File: src/rtl/router_ovalid_skid_reg.sv
// Per-channel egress valid/data register; MODE=1 skid buffer, MODE=0 plain flop with overwrite flag.
// Latency: 1 cycle from accept to out_valid in both modes.
// Backpressure: MODE=1 registered in_ready (low only when skid full); MODE=0 ignores out_ready.
module router_ovalid_skid_reg #(
  parameter int NUM_CH = 4,
  parameter int DATA_W = 32,
  parameter bit MODE   = 1'b1
) (
  input  logic                     clk,
  input  logic                     reset,
  input  logic                     flush,
  input  logic [NUM_CH-1:0]        in_valid,
  input  logic [NUM_CH*DATA_W-1:0] in_data,
  output logic [NUM_CH-1:0]        in_ready,
  output logic [NUM_CH-1:0]        out_valid,
  output logic [NUM_CH*DATA_W-1:0] out_data,
  input  logic [NUM_CH-1:0]        out_ready,
  output logic [NUM_CH-1:0]        drop_err,
  output logic                     busy
);

  typedef enum logic [1:0] {
    EMPTY = 2'b00,
    ONE   = 2'b01,
    FULL  = 2'b11
  } slot_e;

  logic [NUM_CH-1:0] main_v;
  logic [NUM_CH-1:0] skid_v;

  assign busy = |{main_v, skid_v};

  for (genvar c = 0; c < NUM_CH; c++) begin : g_ch
    logic [DATA_W-1:0] din;
    logic [DATA_W-1:0] main_d;
    logic              in_ready_q;
    logic              accept;

    assign din                           = in_data[c*DATA_W +: DATA_W];
    assign in_ready[c]                   = in_ready_q & ~flush;
    assign accept                        = in_valid[c] & in_ready[c];
    assign out_valid[c]                  = main_v[c];
    assign out_data[c*DATA_W +: DATA_W]  = main_d;

    if (MODE) begin : g_skid
      slot_e             st;
      slot_e             st_nxt;
      logic [DATA_W-1:0] skid_d;
      logic              ld_main_in;
      logic              ld_main_skid;
      logic              ld_skid;

      assign main_v[c]   = st[0];
      assign skid_v[c]   = st[1];
      assign drop_err[c] = 1'b0;

      always_comb begin
        st_nxt       = st;
        ld_main_in   = 1'b0;
        ld_main_skid = 1'b0;
        ld_skid      = 1'b0;
        case (st)
          EMPTY: if (accept) begin
            st_nxt     = ONE;
            ld_main_in = 1'b1;
          end
          ONE: begin
            if (accept && out_ready[c]) begin
              ld_main_in = 1'b1;
            end else if (accept) begin
              st_nxt  = FULL;
              ld_skid = 1'b1;
            end else if (out_ready[c]) begin
              st_nxt = EMPTY;
            end
          end
          FULL: if (out_ready[c]) begin
            st_nxt       = ONE;
            ld_main_skid = 1'b1;
          end
          default: st_nxt = EMPTY;
        endcase
        // Flush drops every held beat but leaves payload registers untouched.
        if (flush) begin
          st_nxt       = EMPTY;
          ld_main_in   = 1'b0;
          ld_main_skid = 1'b0;
          ld_skid      = 1'b0;
        end
      end

      always_ff @(posedge clk or negedge reset) begin
        if (!reset) begin
          st         <= EMPTY;
          in_ready_q <= 1'b0;
          main_d     <= '0;
          skid_d     <= '0;
        end else begin
          st         <= st_nxt;
          in_ready_q <= ~st_nxt[1];
          if (ld_main_in)   main_d <= din;
          if (ld_main_skid) main_d <= skid_d;
          if (ld_skid)      skid_d <= din;
        end
      end
    end else begin : g_plain
      logic vld_q;
      logic err_q;

      assign main_v[c]   = vld_q;
      assign skid_v[c]   = 1'b0;
      assign drop_err[c] = err_q;

      always_ff @(posedge clk or negedge reset) begin
        if (!reset) begin
          vld_q      <= 1'b0;
          err_q      <= 1'b0;
          in_ready_q <= 1'b0;
          main_d     <= '0;
        end else begin
          in_ready_q <= 1'b1;
          vld_q      <= accept;
          if (accept) main_d <= din;
          if (vld_q && !out_ready[c] && in_valid[c]) err_q <= 1'b1;
        end
      end
    end
  end

endmodule

File: config.mk
export PLATFORM = sky130hd
export DESIGN_NAME = router_ovalid_skid_reg
export DESIGN_NICKNAME = d
export VERILOG_FILES = /design/src/rtl/router_ovalid_skid_reg.sv
export SDC_FILE = /design/constraint.sdc
export NUM_CORES = 1
export LEC_CHECK = 0
export CAP_MARGIN = 15
export CORE_MARGIN = 4
export CORE_UTILIZATION = 45
export DETAILED_ROUTE_END_ITERATION = 8
export GPL_ROUTABILITY_DRIVEN = 0
export PLACE_DENSITY = 0.69
export SLEW_MARGIN = 30
export SYNTH_ARGS = -nofsm -noshare
export SYNTH_HDL_FRONTEND = slang
export SYNTH_SLANG_ARGS = --single-unit
File: constraint.sdc
create_clock -name clk -period 4.7 [get_ports clk]
set_input_delay 1.41 -clock clk [delete_from_list [all_inputs] [get_ports clk]]
set_output_delay 1.41 -clock clk [all_outputs]
set_load 0.02 [all_outputs]
==> results of run 1 <==
-- placed cells by master, fill, tap and decap left out --
cell / synthesis / final
clkdlybuf4s50_1: 0 / 274
dfrtp_1: 268 / 268
mux2_1: 256 / 256
mux2_4: 120 / 120
clkbuf_16: 0 / 31
clkbuf_1: 0 / 13
buf_4: 9 / 12
nand2_1: 9 / 9
mux2_2: 8 / 8
clkbuf_8: 0 / 8
nor2b_1: 4 / 4
nand3b_1: 4 / 4
nor3b_2: 4 / 4
and2_1: 4 / 4
nand4b_4: 4 / 4
a21oi_2: 4 / 4
nor2b_2: 4 / 4
a2111oi_4: 4 / 4
o21ai_1: 4 / 4
a21oi_1: 4 / 4
conb_1: 1 / 4
nand2b_1: 4 / 3
inv_1: 3 / 3
clkinv_2: 0 / 3
nor4_1: 2 / 2
buf_12: 0 / 2
diode_2: 0 / 1
nand2b_4: 0 / 1
inv_2: 1 / 1
bufinv_16: 0 / 1
buf_8: 0 / 1
-- path summary, 6_finish.rpt --
kind                                              to  cells after the start                     start
setup reg to reg                   g_ch[1].main_d[5]                      3      g_ch[1].g_skid.st[0]
min in group asynchronous  g_ch[2].g_skid.skid_d[14]                      1                     reset
hold / removal              g_ch[3].g_skid.skid_d[6]                      1  g_ch[3].g_skid.skid_d[6]
setup / recovery                         in_ready[3]                      3                     flush
max in group asynchronous   g_ch[3].g_skid.skid_d[1]                      2                     reset
hold reg to reg             g_ch[3].g_skid.skid_d[6]                      1  g_ch[3].g_skid.skid_d[6]
-- cells in the mapped netlist (8+ instances only) --
| master | number | area, sq um |
|---|---|---|
| buf_6 | 24 | 270 |
| mux2_2 | 8 | 90.1 |
| mux2_4 | 120 | 1800 |
| dfrtp_1 | 268 | 6710 |
| mux2_1 | 256 | 2880 |
| nand2_1 | 9 | 33.8 |
| buf_2 | 17 | 85.1 |
| buf_4 | 9 | 67.6 |
-- kinds of logic (layout without fill, tap and decap cells) --
kind of cell | after synthesis | after routing | share of synthesized area, %
multiplexers | 384 | 384 | 38.4
flip-flops | 268 | 268 | 53.9
buffers and inverters | 54 | 349 | 3.52
AND/OR/NAND/NOR | 39 | 39 | 2.67
AO/OA/AOI/OAI | 16 | 16 | 1.49
other | 1 | 5 | 0.0301
-- power groups by stage --
| stage | Combinational, W | Clock, W | Sequential (W) |
|---|---|---|---|
| 6_report | 0.00168 | 0.00230 | 0.00310 |
| 5_1_grt | 0.00179 | 0.00247 | 0.00317 |
| 4_1_cts | 0.00170 | 0.00237 | 0.00311 |
| 3_5_place_dp | 0.00170 | 0 | 0.00314 |
| 3_3_place_gp | 0.00167 | 0 | 0.00312 |
| 2_1_floorplan | 0.000674 | 0 | 0.00335 |
-- registers in the layout, summed over array words and instances (netlist names) --
signal and count:
g_ch.g_skid.skid_d 128, g_ch.in_ready_q 4, g_ch.g_skid.st 8, g_ch.main_d 128
-- routing by layer --
metal / vias up / wire (microns) / global-route usage (%)
met1: 3632 / 12700 / 25.0
met4: 4 / 557 / 4.29
met3: 43 / 2160 / 6.05
met5: - / 34 / 0
li1: 3270 / - / -
met2: 208 / 11600 / 26.1
-- through the flow --
| stage | std cells | utilization [%] | setup WS, ns |
|---|---|---|---|
| 2_1_floorplan | 765 | - | 1.41 |
| 4_1_cts | 1432 | 60.4 | 0.351 |
| 3_5_place_dp | 1376 | 56.8 | 0.360 |
| 3_3_place_gp | 1376 | 56.8 | 0.408 |
| 5_1_grt | 1433 | 60.4 | 0.326 |
| 6_report | 1433 | 60.4 | 0.369 |
-- cell type report --
type                       instances  area share [%]
tap                              372            2.84
clock inverter                     4           0.275
inverter                           4          0.0917
sequential                       268            41.0
timing repair buffer             289            17.6
multi-input combinational        443            32.5
clock buffer                      52            5.71
antenna                            1          0.0153
-- critical path, stage by stage --
cell and delay, ns:
clkdlybuf4s50_1 0.62, nor2b_1 0.24, clkdlybuf4s50_1 0.65
==> metrics.yaml, run 1 <==
outcome:
  status: "completed"
power:
  peakVddDrop_v: 0.000288
  power_density_mw_per_mm2: 433
  clkPwrFrac_pct: 32.5
  swShare_pct: 26.5
  power_frac_seq_pct: 43.8
  power_leakage_nw: 7.17
  p_comb_share_pct: 23.7
  power.total_w: 0.00708
  p_int_w: 0.00521
  p_sw_w: 0.00187
detailed_routing:
  drt_iter0_drc: 274
  vias: 7157
  drc_errors: 0
  drt-total-wl_mm: 27.1
  avgRoutedWirePerCell_microns: 18.9
  viasPerCell: 4.99
  drtPass1Iterations: 4
  ant_nets: 0
final_layout:
  final_area_sq_mm: 0.0164
  layout-area-overhead-vs-synth_pct: 31.6
  multi_input_area_sq_mm: 0.00531
  drive_gt1_share_pct: 19.6
  fillers: 2136
  layout.nets: 1175
  seqCellArea_sq_mm: 0.00671
global_routing:
  antenna_found_initial: 3
  grt_max_degree: 105
  grt_pass1_wl_mm: 43.9
  grt.total_usage_pct: 17.6
  grt.overflow.total: 0
  grt_pass1_vias: 7701
worst_setup_path:
  start_kind: "input pin"
  crit_path_end_kind: "primary output"
  arrival_ns: 2.92
  r2r_slack_ns: 2.59
  crit_required_ns: 3.29
  path_class: "in2out"
  worst-path-max-fanout: 5
timing:
  holdWs_ns: 0.483
  rsz0062_at_grt: "no"
  tns_ns: 0
  clock_skew_ns: 0.00883
  worstMarginPinSlew_ns: 0.827
  setup_viol: 0
  fin_crit_sh_pct: 92.1
  max_freq_mhz: 231
  final-max-slew-violation-count: 0
  max_slew_margin_pct: 44.8
  min_period_ns: 4.33
  finalHoldViolCount: 0
clock_network:
  clk_pin_slew_ns: 0.05
  cts_sinks: 268
  ctsLongestPathBuffers: 3
  post_cts_resized: 0
  insertion_delay_ns: 0.55
  ctsHoldBuffers: 0
  cts-root-buf: "clkbuf_16"
  h-tree-depth: 1
  cts_tree: "built"
  cts_setup_buffers: 0
  cts_buffers: 30
synthesis:
  yosysWarningCount: 0
  avgSynthCellArea_sq_um: 16.3
  netlist_instances: 762
  ys_seq_area_share_pct: 53.9
  syn-cell-area_sq_mm: 0.0124
  ys_ff_latch: 268
  synth_edf_count: 0
  synth-main-ff-cell: "dfrtp_1"
  synth_cell_types: 23
  postSynth.asyncResetShare_pct: 100
floorplan:
  rows: 60
  die_w_microns: 174
  die_h_microns: 174
  dieArea_sq_mm: 0.0304
  io_pins: 280
  core_sq_mm: 0.0271
  start_util_pct: 45.9
place:
  hpwl_mm: 18.0
  portBuffers: 275
  postPlaceCellArea_sq_mm: 0.0154
run:
  max_cap_violations: 0
hold_path:
  min_path_type: "reg2reg"
No activity file was read; power rests on OpenSTA's default activity.
==> run 2, diff against run 1 <==
GPL_TIMING_DRIVEN = 0   (was default)
SKIP_CTS_REPAIR_TIMING = 1   (was default)
==> metrics.yaml, run 2 (same netlist as run 1, synthesis figures left out) <==
final_layout:
  top_regs: "g_ch.g_skid.skid_d (128), g_ch.main_d (128), g_ch.g_skid.st (8)"
  layout-area-overhead-vs-synth_pct: 35.7
  layout.nets: 1214
  final_cell_mix: "273 x clkdlybuf4s50_1, 268 x dfrtp_1, 256 x mux2_1"
  drive_gt1_share_pct: 23.3
  antenna_cells: 0
  fin_util_pct: 62.3
  final_cell_count_no_fill: 1470
  final_common_cell: "clkdlybuf4s50_1"
global_routing:
  grt.overflow.total: 0
  grt_pass1_wl_mm: 44.3
  antenna_found_initial: 4
  grt_max_degree: 85
  grt.total_usage_pct: 17.9
  grt_pass1_vias: 7884
worst_setup_path:
  r2r-end: "g_ch[2].main_d[7]"
  arrival_ns: 2.46
  crit_required_ns: 3.29
  start_kind: "input pin"
  path_class: "in2out"
  reg2reg_depth: 4
  r2r_start: "g_ch[2].g_skid.st[1]"
  worst-path-max-fanout: 10
  crit_path_end_kind: "primary output"
  r2r_slack_ns: 2.73
timing:
  min_period_ns: 3.87
  clock_skew_ns: 0.0150
  final-max-slew-violation-count: 0
  rsz0062_at_grt: "no"
  fin_crit_sh_pct: 82.4
  setup_viol: 0
  max_freq_mhz: 258
  max_slew_margin_pct: 59.3
  finalHoldViolCount: 0
  tns_ns: 0
  worstMarginPinSlew_ns: 0.610
detailed_routing:
  drc_errors: 0
  wl_met1_mm: 12.6
  top_layer_used: "met5"
  dr_wl_met3_mm: 2.15
  drt_iter0_drc: 341
  ant_nets: 0
  drt-total-wl_mm: 27.2
  drtPass1Iterations: 4
  avgRoutedWirePerCell_microns: 18.5
  viasPerCell: 4.92
  vias: 7227
  wl_met2_mm: 12.0
hold_path:
  whs_endpoint: "g_ch[3].g_skid.skid_d[24]"
  hold_depth: 1
  min_from: "g_ch[3].g_skid.skid_d[24]"
  min_path_type: "reg2reg"
clock_network:
  clk_pin_slew_ns: 0.06
  cts_tree: "built"
  insertion_delay_ns: 0.54
  cts-root-buf: "clkbuf_16"
  ctsLongestPathBuffers: 3
  cts_sinks: 268
  h-tree-depth: 1
  cts_buffers: 31
place:
  numPlacedInstances: 1414
  portBuffers: 274
  hpwl_mm: 18.9
power:
  power_density_mw_per_mm2: 439
  power_leakage_nw: 7.43
  power.total_w: 0.00741
  peakVddDrop_v: 0.000345
floorplan:
  dieArea_sq_mm: 0.0304
  core_sq_mm: 0.0271
  rows: 60
  start_util_pct: 45.9
  die_h_microns: 174
  io_pins: 280
  die_w_microns: 174
run:
  max_cap_violations: 0
outcome:
  status: "completed"
## run 2: cell count changes in the layout (fill, tap and decap cells not counted), moves of 3 or more
cell and change:
bufinv_16 +5, buf_2 +17, clkinv_2 +3, buf_4 -3, clkbuf_1 -10, buf_6 +24, buf_16 +3
## run 2: per-stage QoR
| step | setup slack (ns) | hold slack (ns) | cell area, sq um |
|---|---|---|---|
| 2_1_floorplan | 1.41 | 0.457 | 12500 |
| 3_3_place_gp | -9.84 | 0.466 | 15700 |
| 3_5_place_dp | 0.792 | 0.474 | 15700 |
| 4_1_cts | 0.792 | 0.487 | 16900 |
| 5_1_grt | 0.791 | 0.496 | 16900 |
| 6_report | 0.829 | 0.481 | 16900 |
## run 2: worst max path at each step
stage,endpoint,start
6_report,in_ready[2],flush
4_1_cts,in_ready[2],flush
2_1_floorplan,in_ready[0],flush
3_3_place_gp,g_ch[3].main_d[17],reset
5_1_grt,in_ready[2],flush
3_5_place_dp,in_ready[2],flush
## run 2: report_power, final
| part | switching (W) | internal, W | total (W) |
|---|---|---|---|
| Clock | 0.000934 | 0.00167 | 0.00260 |
| Sequential | 0.000272 | 0.00283 | 0.00310 |
| Combinational | 0.000696 | 0.00100 | 0.00170 |
## run 2: area by class of cell
type	instances	area [sq um]
clock inverter	13	218
sequential	268	6710
buffer	50	423
clock buffer	43	911
timing repair buffer	277	2830
multi-input combinational	443	5310
fill	2076	10200
tap	372	465
inverter	4	15.0
## run 2: worst max-delay path, cell delays in order
cell             delay, ns
buf_2                 0.17
nor2b_1               0.18
clkdlybuf4s50_1       0.69
## run 2: routing by layer
metal,track usage [%],vias to the layer above
met1,25.4,3628
li1,-,3346
met3,6.15,38
met5,0,-
met2,27.0,207
met4,3.20,8
==> run 3, diff against run 2 <==
PLACE_DENSITY = 0.72   (was 0.69)
clock period = 3.46 ns   (was 4.7 ns; I/O delays follow)
==> metrics.yaml, run 3 (same netlist as run 1, synthesis figures left out) <==
detailed_routing:
  drt_iter0_drc: 223
  drc_errors: 0
  ant_nets: 0
  avgRoutedWirePerCell_microns: 18.6
  vias: 7215
  top_layer_used: "met5"
  wl_met1_mm: 12.3
  wl_met2_mm: 12.2
  drt-total-wl_mm: 27.2
  viasPerCell: 4.93
  dr_wl_met3_mm: 2.13
  drtPass1Iterations: 4
clock_network:
  cts-root-buf: "clkbuf_16"
  h-tree-depth: 1
  insertion_delay_ns: 0.54
  cts_tree: "built"
  ctsLongestPathBuffers: 3
  cts_buffers: 29
  clk_pin_slew_ns: 0.06
  cts_sinks: 268
final_layout:
  final_common_cell: "clkdlybuf4s50_1"
  layout.nets: 1212
  drive_gt1_share_pct: 22.7
  final_cell_count_no_fill: 1464
  fin_util_pct: 61.6
  top_regs: "g_ch.g_skid.skid_d (128), g_ch.main_d (128), g_ch.g_skid.st (8)"
  layout-area-overhead-vs-synth_pct: 34.2
  fillers: 2043
  final_cell_mix: "273 x clkdlybuf4s50_1, 268 x dfrtp_1, 256 x mux2_1"
  final_area_sq_mm: 0.0167
  antenna_cells: 0
place:
  dp_worst_setup_slack_ns: 0.393
  hpwl_mm: 19.1
  portBuffers: 274
  numPlacedInstances: 1414
  postPlaceCellArea_sq_mm: 0.0157
worst_setup_path:
  crit_buf_inv: 2
  crit_path_end_kind: "primary output"
  path_class: "in2out"
  arrival_ns: 2.04
  worst-path-max-fanout: 10
  path_cells: "buf_2, nor2b_1, clkdlybuf4s50_1"
  max_stage_delay_ns: 0.67
  crit_required_ns: 2.42
  path_delay_family: "buffers and inverters"
  crit_slowest_cell: "clkdlybuf4s50_1"
  start_kind: "input pin"
global_routing:
  grt_pass1_vias: 8040
  grt_max_degree: 82
  grt.overflow.total: 0
  antenna_found_initial: 1
  grt.total_usage_pct: 17.8
  grt_pass1_wl_mm: 44.5
floorplan:
  rows: 60
  start_util_pct: 45.9
  die_w_microns: 174
  io_pins: 280
  dieArea_sq_mm: 0.0304
  die_h_microns: 174
  core_sq_mm: 0.0271
power:
  power_leakage_nw: 7.35
  peakVddDrop_v: 0.000401
  power_density_mw_per_mm2: 575
timing:
  max_slew_margin_pct: 61.2
  finalHoldViolCount: 0
  final-max-slew-violation-count: 0
  worstMarginPinSlew_ns: 0.581
  max_freq_mhz: 325
  setup_viol: 0
  min_period_ns: 3.07
  fin_ws_ns: 0.385
  rsz0062_at_grt: "no"
  fin_crit_sh_pct: 88.9
  holdWs_ns: 0.431
  clock_skew_ns: 0.0241
outcome:
  status: "completed"
run:
  max_cap_violations: 0
hold_path:
  min_path_type: "in2async"
## run 3: cell types whose count changed in the layout (fill, tap and decap cells not counted)
cell,delta
bufinv_16,-4
clkbuf_1,+2
clkbuf_16,-2
clkbuf_8,-1
clkinv_2,-1
clkinvlp_4,-1
inv_6,+1
## run 3: where the power goes
group	internal, W	switching (W)	total, W
logic	0.00136	0.000952	0.00232
registers	0.00385	0.000372	0.00422
clock network	0.00184	0.00121	0.00306
total	0.00706	0.00254	0.00959
## run 3: layer usage
layer / global-route usage (%) / up-vias
li1: - / 3343
met1: 24.2 / 3615
met2: 27.9 / 207
met3: 6.02 / 48
met4: 4.06 / 2
met5: 0 / -
## run 3: per-stage QoR
step | power [W] | setup TNS (ns)
2_1_floorplan | 0.00547 | 0
3_3_place_gp | 0.00654 | -2842.94
3_5_place_dp | 0.00661 | 0
4_1_cts | 0.00973 | 0
5_1_grt | 0.0101 | 0
6_report | 0.00959 | 0
## run 3: area by class of cell
cell class                 count  area (sq um)  share of cell area [%]
buffer                        50           423                    2.53
clock buffer                  42           855                    5.12
clock inverter                 8          93.8                   0.562
inverter                       4          15.0                  0.0899
multi-input combinational    443          5310                    31.8
sequential                   268          6710                    40.2
tap                          372           465                    2.79
timing repair buffer         277          2830                    17.0
## run 3: worst reg2reg max path, stage by stage, from the launching register on
cell	delay, ns
dfrtp_1	0.49
nor2b_2	0.22
a2111oi_4	0.55
buf_6	0.28
mux2_4	0.32
## run 3: path summary, 6_finish.rpt
| path | startpoint | endpoint | slack (ns) | cells past startpoint |
|---|---|---|---|---|
| worst max-delay path | flush | in_ready[1] | 0.39 | 3 |
| worst min-delay path | reset | g_ch[3].g_skid.skid_d[18] | 0.43 | 1 |
| worst max register to register | g_ch[2].g_skid.st[1] | g_ch[2].main_d[18] | 1.50 | 4 |
| worst min register to register | g_ch[3].g_skid.skid_d[25] | g_ch[3].g_skid.skid_d[25] | 0.48 | 1 |
| max in group asynchronous | reset | g_ch[2].main_d[19] | 1.84 | 3 |
| min in group clk | g_ch[3].g_skid.skid_d[25] | g_ch[3].g_skid.skid_d[25] | 0.48 | 1 |
